File: config.mk
export PLATFORM = sky130hd
export DESIGN_NAME = i2s_master_tx
export DESIGN_NICKNAME = d
export VERILOG_FILES = /design/src/rtl/i2s_master_tx.sv
export SDC_FILE = /design/constraint.sdc
export NUM_CORES = 1
export LEC_CHECK = 0
export ABC_AREA = 0
export CAP_MARGIN = 20
export CORE_MARGIN = 3
export CORE_UTILIZATION = 40
export DETAILED_ROUTE_END_ITERATION = 10
export PLACE_DENSITY = 0.63
export SLEW_MARGIN = 0
export SYNTH_ARGS = -nofsm -noshare
export SYNTH_HDL_FRONTEND = slang
export SYNTH_SLANG_ARGS = --single-unit
File: constraint.sdc
create_clock -name i_clk -period 2.25 [get_ports i_clk]
set_input_delay 0.5625 -clock i_clk [delete_from_list [all_inputs] [get_ports i_clk]]
set_output_delay 0.5625 -clock i_clk [all_outputs]
set_load 0.1 [all_outputs]
File: src/rtl/i2s_master_tx.sv
// I2S bus master: generates SCK/WS and serialises one buffered L/R pair per 2*SLOT_BITS-bit frame.
// Outputs are registered; the single-entry input buffer stalls o_ready until the pair is loaded at frame edge k=0.
module i2s_master_tx #(
  parameter int CLK_DIV   = 4,
  parameter int SLOT_BITS = 32,
  parameter int DATA_W    = 24
) (
  input  logic              i_clk,
  input  logic              i_arst_n,
  input  logic              i_en,
  input  logic              i_valid,
  output logic              o_ready,
  input  logic [DATA_W-1:0] i_dataL,
  input  logic [DATA_W-1:0] i_dataR,
  output logic              o_sck,
  output logic              o_ws,
  output logic              o_sd,
  output logic              o_frameStart,
  output logic              o_underrun
);

  localparam int KW    = $clog2(2 * SLOT_BITS);
  localparam int DIV_W = (CLK_DIV > 1) ? $clog2(CLK_DIV) : 1;

  localparam logic [KW-1:0]    K_LAST   = KW'(2 * SLOT_BITS - 1);
  localparam logic [KW-1:0]    K_WS_ON  = KW'(SLOT_BITS - 1);
  localparam logic [KW-1:0]    K_WS_OFF = KW'(2 * SLOT_BITS - 2);
  localparam logic [KW-1:0]    K_L_END  = KW'(DATA_W - 1);
  localparam logic [KW-1:0]    K_R_BEG  = KW'(SLOT_BITS);
  localparam logic [KW-1:0]    K_R_END  = KW'(SLOT_BITS + DATA_W - 1);
  localparam logic [DIV_W-1:0] DIV_LAST = DIV_W'(CLK_DIV - 1);

  typedef enum logic [1:0] {S_IDLE, S_WAIT, S_RUN, S_STOP} state_t;

  typedef struct packed {
    logic [DATA_W-1:0] l;
    logic [DATA_W-1:0] r;
  } pair_t;

  state_t            r_state;
  state_t            w_state_nxt;
  logic [DIV_W-1:0]  r_div;
  logic [KW-1:0]     r_k;
  logic              r_sck;
  logic              r_ws;
  logic              r_sd;
  logic              r_frame_start;
  logic              r_underrun;
  logic              r_ready;
  pair_t             r_buf;
  logic [DATA_W-1:0] r_sh_l;
  logic [DATA_W-1:0] r_sh_r;

  logic w_active;
  logic w_stop_now;
  logic w_fall;
  logic w_load;
  logic w_drive;

  // A stop requested before the first SCK rise has no frame to finish, so it exits at once.
  assign w_active   = (r_state == S_RUN) || (r_state == S_STOP);
  assign w_stop_now = (r_state == S_STOP) && (r_k == '0) && !r_sck;
  assign w_fall     = w_active && !w_stop_now && (r_div == DIV_LAST) && r_sck;
  assign w_load     = w_fall && (r_state == S_RUN) && (r_k == '0);
  assign w_drive    = w_fall && !((r_state == S_STOP) && (r_k == '0));

  always_ff @(posedge i_clk or negedge i_arst_n) begin
    if (!i_arst_n) begin
      r_state <= S_IDLE;
    end else begin
      r_state <= w_state_nxt;
    end
  end

  always_comb begin
    w_state_nxt = r_state;
    case (r_state)
      S_IDLE: if (i_en) w_state_nxt = S_WAIT;
      S_WAIT: begin
        if (!i_en) begin
          w_state_nxt = S_IDLE;
        end else if (!r_ready) begin
          w_state_nxt = S_RUN;
        end
      end
      S_RUN:  if (!i_en) w_state_nxt = S_STOP;
      S_STOP: begin
        if (w_stop_now || (w_fall && ((r_k == '0) || (r_k == K_LAST)))) begin
          w_state_nxt = S_IDLE;
        end
      end
      default: w_state_nxt = S_IDLE;
    endcase
  end

  always_ff @(posedge i_clk or negedge i_arst_n) begin
    if (!i_arst_n) begin
      r_div         <= '0;
      r_k           <= '0;
      r_sck         <= 1'b0;
      r_ws          <= 1'b0;
      r_sd          <= 1'b0;
      r_sh_l        <= '0;
      r_sh_r        <= '0;
      r_frame_start <= 1'b0;
      r_underrun    <= 1'b0;
    end else begin
      r_frame_start <= 1'b0;
      r_underrun    <= 1'b0;
      if (!w_active || w_stop_now) begin
        r_div <= '0;
        r_k   <= '0;
        r_sck <= 1'b0;
        r_ws  <= 1'b0;
        r_sd  <= 1'b0;
      end else if (r_div == DIV_LAST) begin
        r_div <= '0;
        r_sck <= ~r_sck;
        if (w_drive) begin
          r_k  <= (r_k == K_LAST) ? '0 : r_k + 1'b1;
          r_ws <= (r_k >= K_WS_ON) && (r_k <= K_WS_OFF);
          if (r_k == '0) begin
            r_frame_start <= 1'b1;
            if (!r_ready) begin
              r_sd   <= r_buf.l[DATA_W-1];
              r_sh_l <= {r_buf.l[DATA_W-2:0], 1'b0};
              r_sh_r <= r_buf.r;
            end else begin
              r_sd       <= 1'b0;
              r_sh_l     <= '0;
              r_sh_r     <= '0;
              r_underrun <= 1'b1;
            end
          end else if (r_k <= K_L_END) begin
            r_sd   <= r_sh_l[DATA_W-1];
            r_sh_l <= {r_sh_l[DATA_W-2:0], 1'b0};
          end else if ((r_k >= K_R_BEG) && (r_k <= K_R_END)) begin
            r_sd   <= r_sh_r[DATA_W-1];
            r_sh_r <= {r_sh_r[DATA_W-2:0], 1'b0};
          end else begin
            r_sd <= 1'b0;
          end
        end
      end else begin
        r_div <= r_div + 1'b1;
      end
    end
  end

  // o_ready is the inverted full flag; a write coinciding with a load is blocked, so no bypass path exists.
  always_ff @(posedge i_clk or negedge i_arst_n) begin
    if (!i_arst_n) begin
      r_ready <= 1'b1;
      r_buf   <= '0;
    end else if (w_load && !r_ready) begin
      r_ready <= 1'b1;
    end else if (i_valid && r_ready) begin
      r_buf   <= {i_dataL, i_dataR};
      r_ready <= 1'b0;
    end
  end

  assign o_ready      = r_ready;
  assign o_sck        = r_sck;
  assign o_ws         = r_ws;
  assign o_sd         = r_sd;
  assign o_frameStart = r_frame_start;
  assign o_underrun   = r_underrun;

endmodule

==> results.md <==
• **die width** 120 um
• **result of the run** complete, no violations
• **number of buffers added to fix hold violations after cts** 0
• **mean post-synth cell area** 10.9 um^2
• **worst min-delay path class** in -> async
• **clock tree from TritonCTS** built
• **starting utilization of the core area** 0.420
• **non-filler instance count after layout** 696
• **unique cell type count in the Yosys netlist** 45
• **crit path DAT** 2.32 ns
• **RSZ-0062 raised after global routing** no
• **worst path required time** 2.49 ns
• **remaining antenna violation count** 0
• **cell count after synthesis** 473
• **setup slack at placement** -0.0312 ns
• **maximum fanout along the worst path** 12
• **smallest hold slack** 0.142 ns
• **commonest cells after routing, fill and taps aside** 109 x dfrtp_1, 52 x nand2_1, 50 x clkdlybuf4s50_1
• **clock latency on the worst-skew pair** 0.35 ns
• **Worst Slack Setup Final** 0.167 ns
• **Clk Tree Root Cell** clkbuf_16
• **fraction of the mapped netlist area in adder cells** 0.00968
• **via count** 3,649
• **EDFF count, synth** 0
• **Reg clk slew, reported paths** 0.07 ns
• **area share of the largest cell type after synthesis** 0.533
• **layout cell share with drive strength beyond 1** 0.225
• **DIE AREA** 14,300 um^2
• **Final Setup Violations** 0
• **TritonRoute pass-1 iters** 4
• **first-pass GRT wire length** 18.1 mm
• **Final Hold Fails** 0
• **biggest area contributors in the synthesized netlist** dfrtp_1 53%, mux2_2 11%, mux2_4 5.5%
• **CTS max path bufs** 2
• **Achievable Freq** 480 MHz
• **Async SR Flop Fraction** 1.00
• **compound-gate portion of the synthesized area** 0.124
• **Leak** 2.88 nW
• **layout-stage area growth over the synthesis result** 22.0%
• **mux share of post-synthesis cell area** 0.173
• **total wire length after detailed routing** 10.7 mm
• **vias in the first global route** 3,642
• **antenna cell count** 0
• **worst slew margin relative to its limit** 0.555
• **final worst path period share** 0.926
• **CTS H-Tree Depth** 3
• **WL/cell** 15.4 um
• **number of clock sinks** 111
• **maximum number of pins on one net before global-route repair** 49
• **warning count from the yosys run** 0
• **Vert. Die Dim** 120 um
• **CTS buffer count** 9
• **Total Power Consumption** 4.35 mW
• **setup skew after layout** 0.00629 ns
• **overall track demand over capacity in global routing** 0.155
• **cell taking the most area after synthesis** dfrtp_1
• **number of vias per cell** 5.24
• **WS Path Type** reg -> reg
• **post-CTS setup repair buffer count** 0
• **number of inserted filler cells in the final layout** 1,152
• **maximum VDD drop** 0.493 mV
• **count of pins over their slew limit** 0
• **simple-gate share of the synthesized area** 0.102
• **DRC violations left** 0
• **ys flop type** dfrtp_1
• **endpoint class of the critical path** flop
• **Synth Net Count** 529
• **number of max-cap violations** 0
• **total negative slack for setup checks** 0 ns
• **GRT overflow** 0
• **number of antenna violations at the first check in global routing** 0
• **most common library cell in the layout ignoring fill and taps** dfrtp_1
• **xor-xnor portion of the synthesized cell area** 0.00169
• **GPL Wtd Cong** 0.786
• **number of placed cells counting well taps** 680
• **I/O pin total** 58
• **DP Wirelength** 6.86 mm
• **Port Buffers** 57
• **placeable core region** 12,300 um^2
• **fraction of the yosys area taken by sequential cells** 0.538
• **P per Cell Area** 690 nW/um^2
• **number of flip-flops and latches in the synthesized netlist** 111
• **mapped cell area** 5170 um^2
• **DR iter-0 viols** 240
• **# rows** 40
• **transition at the pin with the smallest max-transition slack** 0.668 ns
• **number of nets in the layout** 580
• **fin crit period** 2.08 ns
• **Critical Path Start Type** flop
• **combinational family with the most area after synthesis** multiplexers
critical path: stages, from the launching register on:
cell and delay, ns:
dfrtp_1 0.45, or3_2 0.57, nor4_4 0.35, a31oi_4 0.21, mux2_4 0.38
area by class of cell:
cell class | instances | area (um^2) | area share
Multi-Input combinational cell | 300 | 2150 | 0.341
Sequential cell | 111 | 2780 | 0.441
Inverter | 27 | 101 | 0.0161
Timing Repair Buffer | 75 | 751 | 0.119
Clock buffer | 10 | 229 | 0.0363
Tap cell | 168 | 210 | 0.0333
Clock inverter | 5 | 82.6 | 0.0131
power breakdown:
| part | leakage, nW | internal, mW | total, mW | switching, mW |
|---|---|---|---|---|
| combinational | 1.23 | 0.252 | 0.467 | 0.216 |
| sequential | 1.50 | 2.10 | 2.19 | 0.0902 |
| clock | 0.153 | 0.975 | 1.69 | 0.716 |
| total | 2.88 | 3.33 | 4.35 | 1.02 |
registers in the layout (all words and copies together), names as in the netlist, 2 cells and up, named ones only:
name and flops:
r_div 2, r_k 6, r_buf 48, r_sh_l 23
r_sh_r 24
logic make-up (layout without fill, tap and decap cells):
kind of cell / count (synthesis) / count (layout)
and+or+nand+nor: 106 / 106
AOI/OAI and AO/OA: 115 / 116
adders and majority gates: 4 / 4
xor gates and xnor gates: 1 / 1
DFF: 111 / 111
buffers and inverters: 63 / 117
muxes: 73 / 73
per-stage QoR:
stage	instance area, um^2	util
2_1_floorplan	5170	-
3_3_place_gp	5970	0.485
3_5_place_dp	5970	0.485
4_1_cts	6280	0.510
5_1_grt	6310	0.512
6_report	6310	0.512
routing by layer:
layer	vias up	share of wire	track usage
met1	1783	0.47	0.215
met3	13	0.055	0.0462
met4	0	0.011	0.0365
met5	-	0	0
met2	99	0.47	0.241
li1	1754	-	-
what timing repair did:
action                                  CTS  global route
pin swaps                                 1             2
cloned                                    0             1
resized for setup                         1             1
endpoints found under the setup margin    5            23
worst paths after layout:
kind	endpoint	cells past startpoint	slack (ns)	start
max in group asynchronous	r_buf[28]	2	1.52	i_arst_n
hold reg to reg	r_div[0]	1	0.45	r_div[0]
setup reg to reg	r_sh_r[10]	4	0.17	r_k[3]
setup / recovery	r_sh_r[10]	4	0.17	r_k[3]
min in group i_clk	r_div[0]	1	0.45	r_div[0]
hold / removal	r_k[1]	1	0.14	i_arst_n
synthesized netlist by cell type, drive strengths merged, types with 2 or more instances:
library cell  instances
nor4                 23
and3                  2
or3                   2
buf                   9
a31oi                 3
o31ai                 2
ha                    4
dfrtp               110
a21o                  2
nand4                 2
nand2                53
a21oi                30
nor2                  6
nor3                  3
and2                  2
clkbuf               27
nand2b                4
nand3                 4
inv                  27
o21ai                71
mux2                 72
(Power assumes the default switching activity.)
